**config.mk**
```make
export PLATFORM = sky130hd
export DESIGN_NAME = wb_bram_arbiter
export DESIGN_NICKNAME = d
export VERILOG_FILES = /design/src/rtl/wb_bram_arbiter.sv
export SDC_FILE = /design/constraint.sdc
export NUM_CORES = 1
export LEC_CHECK = 0
export CAP_MARGIN = 20
export CORE_MARGIN = 2
export CORE_UTILIZATION = 37
export DETAILED_ROUTE_END_ITERATION = 8
export GPL_TIMING_DRIVEN = 0
export PLACE_DENSITY = 0.82
export SLEW_MARGIN = 20
export SYNTH_ARGS = -nofsm -noshare
export SYNTH_HDL_FRONTEND = slang
export SYNTH_SLANG_ARGS = --single-unit
```
**constraint.sdc**
```tcl
create_clock -name clk -period 2.34 [get_ports clk]
set_input_delay 0.585 -clock clk [delete_from_list [all_inputs] [get_ports clk]]
set_output_delay 0.585 -clock clk [all_outputs]
set_load 0.02 [all_outputs]
```
**src/rtl/wb_bram_arbiter.sv**
```systemverilog
// Two-master Wishbone-classic arbiter onto one single-port BRAM; ack + read data two cycles after a request is sampled.
// Backpressure: a losing master is stalled (no ack) until the owner releases; owner held cyc without stb times out after HOLD_MAX.
module wb_bram_arbiter #(
    parameter int ADDR_WIDTH = 10,
    parameter int DATA_WIDTH = 12,
    parameter int HOLD_MAX   = 16
) (
    input  logic                  clk,
    input  logic                  rst_n,
    input  logic                  m0_cyc,
    input  logic                  m0_stb,
    input  logic                  m0_we,
    input  logic [ADDR_WIDTH-1:0] m0_adr,
    input  logic [DATA_WIDTH-1:0] m0_dat_o,
    output logic [DATA_WIDTH-1:0] m0_dat_i,
    output logic                  m0_ack,
    input  logic                  m1_cyc,
    input  logic                  m1_stb,
    input  logic                  m1_we,
    input  logic [ADDR_WIDTH-1:0] m1_adr,
    input  logic [DATA_WIDTH-1:0] m1_dat_o,
    output logic [DATA_WIDTH-1:0] m1_dat_i,
    output logic                  m1_ack,
    output logic                  bram_we,
    output logic [ADDR_WIDTH-1:0] bram_addr,
    output logic [DATA_WIDTH-1:0] bram_din,
    input  logic [DATA_WIDTH-1:0] bram_dout,
    output logic [1:0]            grant,
    output logic                  timeout
);

    localparam int HW = $clog2(HOLD_MAX + 1);

    typedef enum logic [1:0] {IDLE, ACCESS, ACK, WAIT} state_t;

    state_t                state_q, state_d;
    logic [1:0]            grant_q, grant_d;
    logic                  last_grant_q, last_grant_d;  // 1 = master 1 owned last
    logic [HW-1:0]         hold_q, hold_d;
    logic                  timeout_q, timeout_d;
    logic [ADDR_WIDTH-1:0] addr_q, addr_d;
    logic [DATA_WIDTH-1:0] din_q, din_d;
    logic                  ack_int;

    logic                  req0, req1;
    logic                  g_cyc, g_stb, g_we;
    logic [ADDR_WIDTH-1:0] g_adr;
    logic [DATA_WIDTH-1:0] g_dat;

    assign req0  = m0_cyc & m0_stb;
    assign req1  = m1_cyc & m1_stb;
    assign g_cyc = grant_q[1] ? m1_cyc   : m0_cyc;
    assign g_stb = grant_q[1] ? m1_stb   : m0_stb;
    assign g_we  = grant_q[1] ? m1_we    : m0_we;
    assign g_adr = grant_q[1] ? m1_adr   : m0_adr;
    assign g_dat = grant_q[1] ? m1_dat_o : m0_dat_o;

    always_comb begin
        state_d      = state_q;
        grant_d      = grant_q;
        last_grant_d = last_grant_q;
        hold_d       = hold_q;
        timeout_d    = 1'b0;
        addr_d       = addr_q;
        din_d        = din_q;
        bram_we      = 1'b0;
        bram_addr    = addr_q;
        bram_din     = din_q;
        ack_int      = 1'b0;
        case (state_q)
            IDLE: begin
                grant_d = 2'b00;
                // On a tie the master that did not own the bus last wins
                if (req0 && (!req1 || last_grant_q)) begin
                    grant_d      = 2'b01;
                    last_grant_d = 1'b0;
                    state_d      = ACCESS;
                end else if (req1) begin
                    grant_d      = 2'b10;
                    last_grant_d = 1'b1;
                    state_d      = ACCESS;
                end
            end
            ACCESS: begin
                bram_addr = g_adr;
                bram_din  = g_dat;
                addr_d    = g_adr;
                din_d     = g_dat;
                hold_d    = '0;
                if (g_stb) begin
                    bram_we = g_we;
                    state_d = ACK;
                end else begin
                    state_d = WAIT;
                end
            end
            ACK: begin
                ack_int = 1'b1;
                hold_d  = '0;
                state_d = WAIT;
            end
            WAIT: begin
                if (!g_cyc) begin
                    grant_d = 2'b00;
                    hold_d  = '0;
                    state_d = IDLE;
                end else if (g_stb) begin
                    hold_d  = '0;
                    state_d = ACCESS;
                end else if (hold_q == HW'(HOLD_MAX)) begin
                    grant_d   = 2'b00;
                    hold_d    = '0;
                    timeout_d = 1'b1;
                    state_d   = IDLE;
                end else begin
                    hold_d = hold_q + 1'b1;
                end
            end
            default: state_d = IDLE;
        endcase
    end

    always_ff @(posedge clk or negedge rst_n) begin
        if (!rst_n) begin
            state_q      <= IDLE;
            grant_q      <= 2'b00;
            last_grant_q <= 1'b1;
            hold_q       <= '0;
            timeout_q    <= 1'b0;
            addr_q       <= '0;
            din_q        <= '0;
        end else begin
            state_q      <= state_d;
            grant_q      <= grant_d;
            last_grant_q <= last_grant_d;
            hold_q       <= hold_d;
            timeout_q    <= timeout_d;
            addr_q       <= addr_d;
            din_q        <= din_d;
        end
    end

    assign m0_ack   = ack_int & grant_q[0];
    assign m1_ack   = ack_int & grant_q[1];
    assign m0_dat_i = m0_ack ? bram_dout : '0;
    assign m1_dat_i = m1_ack ? bram_dout : '0;
    assign grant    = grant_q;
    assign timeout  = timeout_q;

endmodule

```
Word-level counts from Yosys, hierarchy flattened
Cells that the tools add are included.
- add/sub/neg operators: 1
- equality and inequality tests: 8
- mux-type cells: 34
- bitwise gates (word level): 4
- reduce and logical (&&, ||, !) cells: 11
- operator list (kind ; number):
    $mux 12 ; 4
    $mux 10 ; 2
    $mux 2 ; 9
    $mux 5 ; 3
    $mux 1 ; 13
    $pmux 5 s2 ; 1
    $ne 3x3->1 const B ; 3
    $pmux 2 s4 ; 1
    $reduce_bool 2->1 ; 3
    $add 5x1->5 const B ; 1
    $eq 5x5->1 const B ; 1
    $and 1x1->1 ; 4
    $eq 2x2->1 const B ; 2
    $ne 4x4->1 const B ; 1
    $pmux 2 s2 ; 1
    $reduce_and 2->1 ; 2
    $reduce_and 3->1 ; 1
    $eq 2x1->1 const B ; 1
    $logic_not 2->1 ; 1
    $reduce_or 2->1 ; 1
    $logic_and 1x1->1 ; 1
    $logic_not 1->1 ; 1
    $logic_or 1x1->1 ; 1
- register bits after elaboration: 33
- output and inout port bits: 52
- word-level logic and storage cells: 65

Longest topological paths before layout
- word-level depth: 6
- depth in mapped cells: 6
- gate-level depth less buffers: 6

Worst setup path after synthesis
Ideal clock, no wire load.
- path kind: flip-flop to output port
- start: reg state_q[1]
- end: out bram_addr[0]
- arrival time: 1.605 ns
- required time: 1.755 ns
- slack: 0.150 ns
- stages on the path, launching flop included: 7
- cell sequence: dfrtp_1 -> inv_1 -> ha_1 -> clkbuf_1 -> clkbuf_1 -> nor2_1 -> a21oi_1
- longest elaborated chain between the ends: 2
- RTL lines (item ; line ; source):
    start, declared ; 36 ; state_t state_q, state_d;
    start signal, assigned ; 133 ; state_q <= state_d;
    $eq 2x1->1 ; 70 ; case (state_q)
    $mux 10 ; 70 ;
    end, declared ; 25 ; output logic [ADDR_WIDTH-1:0] bram_addr,
Every way passes these cells.

Worst setup path after layout
- start: reg state_q[0]
- end: out m0_dat_i[6]
- longest elaborated chain between the ends: 4
- RTL lines (item ; line ; source):
    $eq 2x2->1 ; 70 ;
    $mux 1 ; 70 ;
    $and 1x1->1 ; 143 ; assign m0_ack = ack_int & grant_q[0];
    $mux 12 ; 145 ; assign m0_dat_i = m0_ack ? bram_dout : '0;
    end, declared ; 15 ; output logic [DATA_WIDTH-1:0] m0_dat_i,
Every way passes these cells.

==> metrics.txt <==
CTS tree yes; initial core utilization 0.3906; CTS Buf Count 5; Leakage 1.456 nW; first-pass GRT wire length 9301 µm; core area approximately 4800 µm²; vias in the first global route around 2k; r2r startpoint state_q[0]; Via density between 5 and 6; Worst-path clk slew 60 ps; fmax 437.5 MHz; Cell Area, Synth 1882 µm²; hold crit path type input port to async pin; Yosys Warn Count 0; clock skew 6.121 ps; Fin Hold WS approximately 94 ps; CTS root buffer clkbuf_8; htree depth 2; Fin. Hold Viols 0; crit path kind register to output pin; GRT overflow 0; Final Total Pwr 3.560 mW; Syn Area/Cell about 9.6 µm²; number of synthesized register bits 33; Final period util 0.9767; initial antenna violation count 0; Seq/Total Area, Yosys 0.4395; Worst Setup End Kind output pin; cell count after synthesis ~200; Post-DRT Antenna Nets 0; slack of the critical path 54.42 ps; layout cells sized above 1 0.2406; DR pass1 iterations 4; drt drc 0; hpwl dp roughly 4500 µm; status finished, final reports clean; R2R Setup Slk 580 ps; Worst Path Required ~1800 ps; Clk Latency, worst-skew pair 290 ps; Slew @ Worst Pin 428.8 ps; Syn Nets 268; Final Max Tran Viols 0; Die Span Y ~75 µm; pin count of the biggest net entering global routing 32; Setup TNS Final 0 ps; Worst EP arrival 1700 ps; reg2reg path depth 5; CP max FO 10; IO Pins 116; PortBufs roughly 120; Worst R2R End state_q[1]; Area growth syn-to-layout 69.02%; DR iter-0 viols 59; critical path launch point type register; Placer Congestion around 0.84; post-synth cell types 33; routed len/inst roughly 15 µm; die width 75.32 µm; via count just under 2k; Peak VDD IR 0.7259 mV; Antenna diodes 0; clock sinks 33; total global routing track utilization 0.2177; Tmin final around 2300 ps; Rows 25; DIE AREA 5672 µm²; clk buf depth 2; Post-Place Worst Slack -577.1 ps; nets@finish 391; max_slew headroom 0.7141; setup violators final 0; Post-Route WL 5735 µm; PwrDens 1119 nW/µm²; max-cap violations 0
[flip-flops by register name, indices dropped and copies added (netlist names)]
name          cells
state_q           2
addr_q           10
din_q            12
timeout           1
hold_q            5
grant             2
last_grant_q      1
[per-stage QoR]
| step | utilization | instances | instance area [µm²] |
|---|---|---|---|
| 2_1_floorplan | - | 197 | 1882 |
| 3_3_place_gp | 0.6470 | 379 | 3117 |
| 3_5_place_dp | 0.6501 | 380 | 3132 |
| 4_1_cts | 0.6639 | 386 | 3198 |
| 5_1_grt | 0.6603 | 387 | 3181 |
| 6_report | 0.6603 | 387 | 3181 |
[cell usage after synthesis, drive strengths merged]
cell	n	area (µm²)
a21bo	1	10.01
a21o	1	7.510
a21oi	25	125.1
a311oi	1	8.760
a31oi	1	6.260
a41oi	1	8.760
and2	2	12.51
and3	25	156.4
buf	5	25.03
clkbuf	8	30.03
dfrtp	32	800.8
dfstp	1	26.28
ha	7	87.58
inv	6	22.52
mux2	6	67.56
mux2i	22	220.2
nand2	10	37.54
nand3	5	25.02
nand4b	1	8.760
nand4bb	2	22.52
nor2	23	86.33
nor3	1	5.000
o2111ai	1	8.760
o211ai	2	15.01
o21ai	4	20.02
o2bb2ai	1	8.760
o311ai	1	16.27
or2	1	6.260
or3	1	6.260
[final cells by class]
class,count,area [µm²]
fillers,428,1637
repair buffers,117,1044
multi-input cells,145,1017
flip-flops and latches,33,828.3
well taps,67,83.83
plain buffers,12,81.33
clock buffers,5,68.82
clock inverters,2,35.03
inverters,6,22.52
[worst max-delay path: stages, from the launching register on]
cell and delay, ps:
dfrtp_1 440, inv_2 120, ha_4 190, clkbuf_4 210
and3_1 160, clkdlybuf4s15_1 290
[how the worst max path moves through the flow]
| stage | startpoint | endpoint | cells past startpoint |
|---|---|---|---|
| after floorplan | state_q[1] | bram_addr[0] | 6 |
| after global placement | state_q[1] | bram_din[4] | 7 |
| after detailed placement | state_q[1] | bram_din[7] | 7 |
| after CTS | state_q[0] | m0_dat_i[5] | 5 |
| after global routing | state_q[1] | bram_addr[5] | 6 |
| final | state_q[0] | m0_dat_i[6] | 5 |
[placed cells by master (no fill, tap or decap), types with 7 or more instances in the layout]
master / synthesis / layout
a21oi_1: 25 / 22
and3_1: 25 / 25
buf_2: 2 / 18
buf_4: 1 / 8
clkbuf_2: 0 / 11
clkdlybuf4s15_2: 0 / 13
clkdlybuf4s50_1: 0 / 64
dfrtp_1: 32 / 31
dlygate4sd2_1: 0 / 7
mux2i_1: 22 / 22
nand2_1: 10 / 10
nor2_1: 23 / 23
[metal layers]
layer  vias up  share of wire  track usage
met5         -              0            0
met1       928           0.40       0.2680
met3        12          0.099      0.09524
li1        945              -            -
met4         0          0.018      0.07407
met2        84           0.48       0.3430
[power breakdown]
group	switching [mW]	total [mW]	internal [mW]
registers	0.114	0.930	0.816
logic	1.28	2.12	0.838
clock network	0.205	0.514	0.309
[logic make-up (layout without fill, tap and decap cells)]
logic type                 Yosys count  in the layout  share of synthesized area
muxes                               28             28                     0.1529
DFF                                 33             33                     0.4395
adders and majority gates            7              7                    0.04654
and+or+nand+nor                     71             71                     0.1948
AOI/OAI and AO/OA                   39             39                     0.1250
buffers and inverters               19            142                    0.04123
[repair_timing]
action / 4_1_cts / 5_1_grt
setup endpoints to repair: 49 / 41
buffers inserted: 0 / 1
resized for setup: 162 / 24
hold buffers: 0 / 0
No activity file was read; power rests on OpenSTA's default activity.
